`src/rtl/synapse_update_sequencer_if.sv`:
```
// Control bundle between the top-level controller, the update sequencer and synaptic_core.
//   master : sequencer side (takes start/is_train, drives SRAM strobes, addresses, status)
//   slave  : controller/core side (drives start/is_train, observes everything else)
// Signals:
//   start_update, is_train                       controller -> sequencer
//   ctrl_synarray_cs/we, ctrl_synarray_addr      synaptic SRAM strobes and word address
//   ctrl_grad_array_cs/we                        gradient SRAM strobes (mirror synaptic strobes)
//   ctrl_pre_neuron_addr, ctrl_post_neuron_word_addr  neuron indices of the current word
//   ctrl_tref_event                              update-enable strobe, high in WRITE only
//   update_busy, update_done                     sweep status
interface synapse_update_sequencer_if #(
  parameter int unsigned SYN_ARRAY_ADDR_WIDTH      = 16,
  parameter int unsigned PRE_NEUR_ADDR_WIDTH       = 10,
  parameter int unsigned POST_NEUR_WORD_ADDR_WIDTH = 8
) ();

  logic                                 start_update;
  logic                                 is_train;
  logic                                 ctrl_synarray_cs;
  logic                                 ctrl_synarray_we;
  logic [SYN_ARRAY_ADDR_WIDTH-1:0]      ctrl_synarray_addr;
  logic                                 ctrl_grad_array_cs;
  logic                                 ctrl_grad_array_we;
  logic [PRE_NEUR_ADDR_WIDTH-1:0]       ctrl_pre_neuron_addr;
  logic [POST_NEUR_WORD_ADDR_WIDTH-1:0] ctrl_post_neuron_word_addr;
  logic                                 ctrl_tref_event;
  logic                                 update_busy;
  logic                                 update_done;

  modport master (
    input  start_update,
    input  is_train,
    output ctrl_synarray_cs,
    output ctrl_synarray_we,
    output ctrl_synarray_addr,
    output ctrl_grad_array_cs,
    output ctrl_grad_array_we,
    output ctrl_pre_neuron_addr,
    output ctrl_post_neuron_word_addr,
    output ctrl_tref_event,
    output update_busy,
    output update_done
  );

  modport slave (
    output start_update,
    output is_train,
    input  ctrl_synarray_cs,
    input  ctrl_synarray_we,
    input  ctrl_synarray_addr,
    input  ctrl_grad_array_cs,
    input  ctrl_grad_array_we,
    input  ctrl_pre_neuron_addr,
    input  ctrl_post_neuron_word_addr,
    input  ctrl_tref_event,
    input  update_busy,
    input  update_done
  );

endinterface

```
`src/rtl/synapse_update_sequencer.sv`:
```
// Drives the synaptic/gradient SRAM control during the FF-STDP weight update. On an accepted start it
// sweeps every synaptic word once (pre-major, post-word-minor), giving each word a READ / WAIT / WRITE
// cycle while presenting that word's pre/post neuron indices. Owns addresses and strobes only.
// Ports:
//   clk  : clock, all state on the rising edge
//   rst  : synchronous active-high reset
//   bus  : synapse_update_sequencer_if.master (start/is_train in; strobes, addresses, status out)
module synapse_update_sequencer #(
  parameter int unsigned INPUT_NEURON              = 784,
  parameter int unsigned OUTPUT_NEURON             = 256,
  parameter int unsigned POST_NEUR_PARALLEL        = 4,
  parameter int unsigned SYN_ARRAY_ADDR_WIDTH      = 16,
  parameter int unsigned PRE_NEUR_ADDR_WIDTH       = 10,
  parameter int unsigned POST_NEUR_WORD_ADDR_WIDTH = 8
) (
  input logic                          clk,
  input logic                          rst,
  synapse_update_sequencer_if.master   bus
);

  localparam int unsigned POST_WORDS = OUTPUT_NEURON / POST_NEUR_PARALLEL;

  localparam logic [PRE_NEUR_ADDR_WIDTH-1:0] LastPre =
      PRE_NEUR_ADDR_WIDTH'(INPUT_NEURON - 1);
  localparam logic [POST_NEUR_WORD_ADDR_WIDTH-1:0] LastPost =
      POST_NEUR_WORD_ADDR_WIDTH'(POST_WORDS - 1);

  typedef enum logic [2:0] {StIdle, StRead, StWait, StWrite, StDone} state_e;

  state_e state_q, state_d;

  logic [SYN_ARRAY_ADDR_WIDTH-1:0]      addr_q, addr_d;
  logic [PRE_NEUR_ADDR_WIDTH-1:0]       pre_q, pre_d;
  logic [POST_NEUR_WORD_ADDR_WIDTH-1:0] post_q, post_d;

  logic cs_q, cs_d;
  logic we_q, we_d;
  logic tref_q, tref_d;
  logic busy_q, busy_d;
  logic done_q, done_d;

  logic clear;
  logic advance;
  logic last_word;

  assign last_word = (pre_q == LastPre) && (post_q == LastPost);

  // Next-state and strobe decode
  always_comb begin
    state_d = state_q;
    clear   = 1'b0;
    advance = 1'b0;
    case (state_q)
      StIdle: begin
        if (bus.start_update && bus.is_train) begin
          state_d = StRead;
          clear   = 1'b1;
        end
      end
      StRead:  state_d = StWait;
      StWait:  state_d = StWrite;
      StWrite: begin
        if (last_word) begin
          state_d = StDone;
        end else begin
          state_d = StRead;
          advance = 1'b1;
        end
      end
      StDone:  state_d = StIdle;
      default: state_d = StIdle;
    endcase

    // Outputs are registered from the next state so they line up with the state they describe.
    cs_d   = (state_d == StRead) || (state_d == StWrite);
    we_d   = (state_d == StWrite);
    tref_d = (state_d == StWrite);
    busy_d = (state_d == StRead) || (state_d == StWait) || (state_d == StWrite);
    done_d = (state_d == StDone);
  end

  // Word counters: addresses only move on WRITE->READ, so they hold through a word and after the sweep.
  always_comb begin
    addr_d = addr_q;
    pre_d  = pre_q;
    post_d = post_q;
    if (clear) begin
      addr_d = '0;
      pre_d  = '0;
      post_d = '0;
    end else if (advance) begin
      addr_d = addr_q + 1'b1;
      if (post_q == LastPost) begin
        post_d = '0;
        pre_d  = pre_q + 1'b1;
      end else begin
        post_d = post_q + 1'b1;
      end
    end
  end

  always_ff @(posedge clk) begin
    if (rst) begin
      state_q <= StIdle;
      addr_q  <= '0;
      pre_q   <= '0;
      post_q  <= '0;
      cs_q    <= 1'b0;
      we_q    <= 1'b0;
      tref_q  <= 1'b0;
      busy_q  <= 1'b0;
      done_q  <= 1'b0;
    end else begin
      state_q <= state_d;
      addr_q  <= addr_d;
      pre_q   <= pre_d;
      post_q  <= post_d;
      cs_q    <= cs_d;
      we_q    <= we_d;
      tref_q  <= tref_d;
      busy_q  <= busy_d;
      done_q  <= done_d;
    end
  end

  // Gradient strobes share the synaptic flops so the two arrays can never diverge.
  assign bus.ctrl_synarray_cs           = cs_q;
  assign bus.ctrl_synarray_we           = we_q;
  assign bus.ctrl_grad_array_cs         = cs_q;
  assign bus.ctrl_grad_array_we         = we_q;
  assign bus.ctrl_synarray_addr         = addr_q;
  assign bus.ctrl_pre_neuron_addr       = pre_q;
  assign bus.ctrl_post_neuron_word_addr = post_q;
  assign bus.ctrl_tref_event            = tref_q;
  assign bus.update_busy                = busy_q;
  assign bus.update_done                = done_q;

endmodule

```
`src/flat_wrapper.sv`:
```
// flat-port wrapper written by rule: the top's interface ports become plain ports
module synapse_update_sequencer_flat 
#(
  parameter int unsigned INPUT_NEURON              = 784,
  parameter int unsigned OUTPUT_NEURON             = 256,
  parameter int unsigned POST_NEUR_PARALLEL        = 4,
  parameter int unsigned SYN_ARRAY_ADDR_WIDTH      = 16,
  parameter int unsigned PRE_NEUR_ADDR_WIDTH       = 10,
  parameter int unsigned POST_NEUR_WORD_ADDR_WIDTH = 8
)
  (clk, rst, bus_start_update, bus_is_train, bus_ctrl_synarray_cs, bus_ctrl_synarray_we, bus_ctrl_synarray_addr, bus_ctrl_grad_array_cs, bus_ctrl_grad_array_we, bus_ctrl_pre_neuron_addr, bus_ctrl_post_neuron_word_addr, bus_ctrl_tref_event, bus_update_busy, bus_update_done);
  synapse_update_sequencer_if #(.SYN_ARRAY_ADDR_WIDTH(SYN_ARRAY_ADDR_WIDTH), .PRE_NEUR_ADDR_WIDTH(PRE_NEUR_ADDR_WIDTH), .POST_NEUR_WORD_ADDR_WIDTH(POST_NEUR_WORD_ADDR_WIDTH)) bus_i ();
  input logic clk;
  input logic rst;
  input wire logic [$bits(bus_i.start_update)-1:0] bus_start_update;
  input wire logic [$bits(bus_i.is_train)-1:0] bus_is_train;
  output wire logic [$bits(bus_i.ctrl_synarray_cs)-1:0] bus_ctrl_synarray_cs;
  output wire logic [$bits(bus_i.ctrl_synarray_we)-1:0] bus_ctrl_synarray_we;
  output wire logic [$bits(bus_i.ctrl_synarray_addr)-1:0] bus_ctrl_synarray_addr;
  output wire logic [$bits(bus_i.ctrl_grad_array_cs)-1:0] bus_ctrl_grad_array_cs;
  output wire logic [$bits(bus_i.ctrl_grad_array_we)-1:0] bus_ctrl_grad_array_we;
  output wire logic [$bits(bus_i.ctrl_pre_neuron_addr)-1:0] bus_ctrl_pre_neuron_addr;
  output wire logic [$bits(bus_i.ctrl_post_neuron_word_addr)-1:0] bus_ctrl_post_neuron_word_addr;
  output wire logic [$bits(bus_i.ctrl_tref_event)-1:0] bus_ctrl_tref_event;
  output wire logic [$bits(bus_i.update_busy)-1:0] bus_update_busy;
  output wire logic [$bits(bus_i.update_done)-1:0] bus_update_done;
  assign bus_i.start_update = bus_start_update;
  assign bus_i.is_train = bus_is_train;
  assign bus_ctrl_synarray_cs = bus_i.ctrl_synarray_cs;
  assign bus_ctrl_synarray_we = bus_i.ctrl_synarray_we;
  assign bus_ctrl_synarray_addr = bus_i.ctrl_synarray_addr;
  assign bus_ctrl_grad_array_cs = bus_i.ctrl_grad_array_cs;
  assign bus_ctrl_grad_array_we = bus_i.ctrl_grad_array_we;
  assign bus_ctrl_pre_neuron_addr = bus_i.ctrl_pre_neuron_addr;
  assign bus_ctrl_post_neuron_word_addr = bus_i.ctrl_post_neuron_word_addr;
  assign bus_ctrl_tref_event = bus_i.ctrl_tref_event;
  assign bus_update_busy = bus_i.update_busy;
  assign bus_update_done = bus_i.update_done;
  synapse_update_sequencer #(.INPUT_NEURON(INPUT_NEURON), .OUTPUT_NEURON(OUTPUT_NEURON), .POST_NEUR_PARALLEL(POST_NEUR_PARALLEL), .SYN_ARRAY_ADDR_WIDTH(SYN_ARRAY_ADDR_WIDTH), .PRE_NEUR_ADDR_WIDTH(PRE_NEUR_ADDR_WIDTH), .POST_NEUR_WORD_ADDR_WIDTH(POST_NEUR_WORD_ADDR_WIDTH)) u_core (.clk(clk), .rst(rst), .bus(bus_i));
endmodule
```
`config.mk`:
```
export PLATFORM = sky130hd
export DESIGN_NAME = synapse_update_sequencer_flat
export DESIGN_NICKNAME = d
export VERILOG_FILES = /design/src/rtl/synapse_update_sequencer_if.sv /design/src/rtl/synapse_update_sequencer.sv /design/src/flat_wrapper.sv
export SDC_FILE = /design/constraint.sdc
export NUM_CORES = 1
export LEC_CHECK = 0
export BUFFER_PORTS_ARGS = -buffer_cell sky130_fd_sc_hd__buf_2
export CORE_AREA = 5 5 94 96
export CTS_BUF_LIST = sky130_fd_sc_hd__clkbuf_4 sky130_fd_sc_hd__clkbuf_8
export DETAILED_ROUTE_END_ITERATION = 6
export DIE_AREA = 0 0 99 101
export PLACE_DENSITY_LB_ADDON = 0.15
export SYNTH_ARGS = -nofsm -noshare
export SYNTH_HDL_FRONTEND = slang
export SYNTH_SLANG_ARGS = --single-unit
```
`constraint.sdc`:
```
create_clock -name clk -period 4.3 [get_ports clk]
set_clock_uncertainty 0.05 [all_clocks]
set_input_delay 0.215 -clock clk [delete_from_list [all_inputs] [get_ports clk]]
set_output_delay 0.215 -clock clk [all_outputs]
set_load 0.005 [all_outputs]
```
==> run_results.csv <==
group,metric,value,unit
status,status,"finished clean",
power_and_ir_drop,ir_worst_vdd,0.09960,mV
min_path,hold_class,"in -> reg",
power_and_ir_drop,p_seq_share,56.4,%
detailed_routing,antenna_left,0,
run,max-cap-violations,0,
yosys,synth_seq_area_share,42.74,%
clock_tree,insertion_delay,0.29,ns
global_routing,grt_pass1_vias,1655,
global_routing,antenna_found_initial,0,
power_and_ir_drop,p_int,523.5,uW
setup_path,path_class,"reg -> reg",
sta,period_needed,2.486,ns
setup_path,critical_path.endpoint_type,"flop",
placed_design,dpl_worst_slack,1.810,ns
power_and_ir_drop,p_clk_share,35.6,%
setup_path,critPathMaxFanout,16,
yosys,synth.ff_latch_count,41,
sta,max_freq,0.4022,GHz
yosys,synth_edf_count,0,
power_and_ir_drop,p_comb_share,8.0,%
global_routing,globalRouteOverflowTotal,0,
sta,whs,0.1277,ns
floorplanning,die_area,9999,um2
yosys,netlist_instances,216,
setup_path,cp.arrival,2.58,ns
power_and_ir_drop,swShare,26.36,%
power_and_ir_drop,switching_power,187.4,uW
power_and_ir_drop,p_leak,0.8641,nW
detailed_routing,dr_total_vias,1695,
global_routing,grt_pass1_wl,8362,um
clock_tree,ctsResizeCount,0,
yosys,ys.flop_type,"dfxtp_1",
clock_tree,cts_root_buffer,"clkbuf_8",
placed_design,dp_cells,353,
detailed_routing,finalWirelength,4998,um
layout,area_growth,19.54,%
clock_tree,path_clk_slew,0.09,ns
detailed_routing,wl_per_cell,13.84,um
detailed_routing,drc,0,
layout,fillers,876,
clock_tree,post_cts_buffers,0,
layout,instances_no_fill,361,
yosys,syn-num-nets,223,
yosys,async_reset_ff_share,0,%
power_and_ir_drop,cellPowerDensity,309.6,nW/um2
layout,nets,262,
floorplanning,start_util,24.10,%
sta,tightest_slew,0.6981,ns
layout,multi_input_area,1015,um2
sta,rsz0062_at_grt,"no",
placed_design,hpwlAfterDp,3525,um
yosys,synth_cell_type_count,39,
clock_tree,clockBufferDepth,2,
layout,layout_common_cells,"44 x buf_2, 41 x dfxtp_1, 29 x nor2_1",
power_and_ir_drop,power,710.9,uW
layout,final_util,28.81,%
clock_tree,cts_buffers,5,
floorplanning,coreArea,7969,um2
clock_tree,cts_tree,"built",
floorplanning,pin_count,45,
clock_tree,cts_max_level,2,
layout,fin_area,2296,um2
floorplanning,std_cell_rows,33,
sta,hold_viol_final,0,
sta,finalMaxSlewViolations,0,
sta,finalSetupViolCount,0,
sta,relSlewSlack,53.46,%
placed_design,place.gp.congestion,0.7139,
detailed_routing,first_pass_iters,4,
detailed_routing,first_iter_violations,57,
sta,finalCritPeriodShare,57.82,%
clock_tree,ctsHoldBuffers,0,
yosys,syn-cell-area,1921,um2
setup_path,startpoint_type,"flop",
floorplanning,die_w,99,um
layout,layout_commonest_cell,"buf_2",
global_routing,grt_start_max_net_pins,31,
clock_tree,clkSinkCount,41,
detailed_routing,routed_via_density,4.695,
floorplanning,die_y,101,um
layout,seqCellArea,820.8,um2
sta,setup_ws,1.814,ns
placed_design,io_buffers,44,
global_routing,track_usage,10.27,%
sta,tns,0,ns
placed_design,place_area,2210,um2
layout,n_antenna_cell,0,
layout,drive_gt1_share,24.22,%
yosys,ys_warn_count,0,
setup_path,worstPathRequired,4.39,ns
yosys,synth_area_per_cell,8.892,um2
==> layout make-up <==
| class | count | share of cell area, % |
|---|---|---|
| Clock buffer | 5 | 2.997 |
| Clock inverter | 3 | 0.7629 |
| Inverter | 4 | 0.6540 |
| Multi-Input combinational cell | 158 | 44.20 |
| Sequential cell | 41 | 35.75 |
| Tap cell | 105 | 5.722 |
| Timing Repair Buffer | 45 | 9.918 |
==> power groups by stage <==
| stage | Combinational [mW] | Clock [mW] | Sequential (mW) |
|---|---|---|---|
| final | 0.0569 | 0.253 | 0.401 |
| after global routing | 0.0651 | 0.276 | 0.403 |
| after CTS | 0.0586 | 0.263 | 0.401 |
| after detailed placement | 0.0579 | 0 | 0.410 |
| after global placement | 0.0583 | 0 | 0.410 |
| after floorplan | 0.0463 | 0 | 0.406 |
==> cells in the mapped netlist, types with 3 or more instances <==
library cell / count / area, um2
clkbuf_1: 7 / 26.28
o211ai_1: 3 / 22.52
xor2_1: 8 / 70.07
o2111ai_1: 3 / 26.28
nand4_1: 7 / 43.79
nor4_1: 3 / 18.77
nand2_1: 11 / 41.29
or4_1: 4 / 30.03
or3_1: 4 / 25.02
dfxtp_1: 41 / 820.8
o31ai_1: 4 / 30.03
nor2_1: 29 / 108.9
nand3_1: 10 / 50.05
ha_1: 3 / 37.54
buf_4: 3 / 22.52
and4_1: 4 / 35.03
nor3_1: 9 / 45.04
xnor2_1: 15 / 131.4
and3_1: 3 / 18.77
inv_1: 4 / 15.01
a21oi_1: 15 / 75.07
o21ai_1: 3 / 15.01
==> registers in the layout, indices dropped and copies added (netlist names) <==
name	cells
u_core.bus.update_done	1
u_core.bus.ctrl_synarray_addr	16
u_core.bus.ctrl_pre_neuron_addr	10
u_core.bus.ctrl_post_neuron_word_addr	8
u_core.bus.ctrl_grad_array_cs	1
u_core.state_q	3
u_core.bus.ctrl_grad_array_we	1
u_core.bus.update_busy	1
==> worst paths after layout <==
check	startpoint	endpoint	slack (ns)	depth (start not counted)
max reg2reg	u_core.bus.ctrl_pre_neuron_addr[0]$_SDFFE_PP0P_	u_core.bus.ctrl_synarray_addr[12]$_SDFFE_PP0P_	1.81	6
max	u_core.bus.ctrl_pre_neuron_addr[0]$_SDFFE_PP0P_	u_core.bus.ctrl_synarray_addr[12]$_SDFFE_PP0P_	1.81	6
min reg2reg	u_core.bus.ctrl_post_neuron_word_addr[5]$_SDFFE_PP0P_	u_core.bus.ctrl_post_neuron_word_addr[5]$_SDFFE_PP0P_	0.46	2
min	rst	u_core.state_q[1]$_SDFF_PP0_	0.13	2
==> critical path, stage by stage (launching register included) <==
cell     delay, ns
dfxtp_1       0.40
ha_1          0.18
and3_1        0.24
nand4_1       0.49
o21ai_2       0.70
or4_1         0.21
a21oi_1       0.06
==> routing by layer <==
metal	global-route usage [%]	vias to the layer above	part of all wire [%]
li1	-	867	-
met1	14.06	788	51
met2	15.96	35	43
met3	2.907	5	5.1
met4	2.521	0	0.84
met5	0	-	0
==> logic make-up (layout without fill, tap and decap cells) <==
group                    after synthesis  count (layout)  share of synthesized area (%)
multiplexers                           1               1                         0.5212
AO/OA/AOI/OAI                         39              39                          13.09
flip-flops                            41              41                          42.74
adder cells (fa/ha/maj)                3               3                          1.955
XOR/XNOR                              23              23                          10.49
AND/OR/NAND/NOR                       92              92                          26.77
buffers and inverters                 17              57                          4.430
Power figures use the tool's default switching activity.
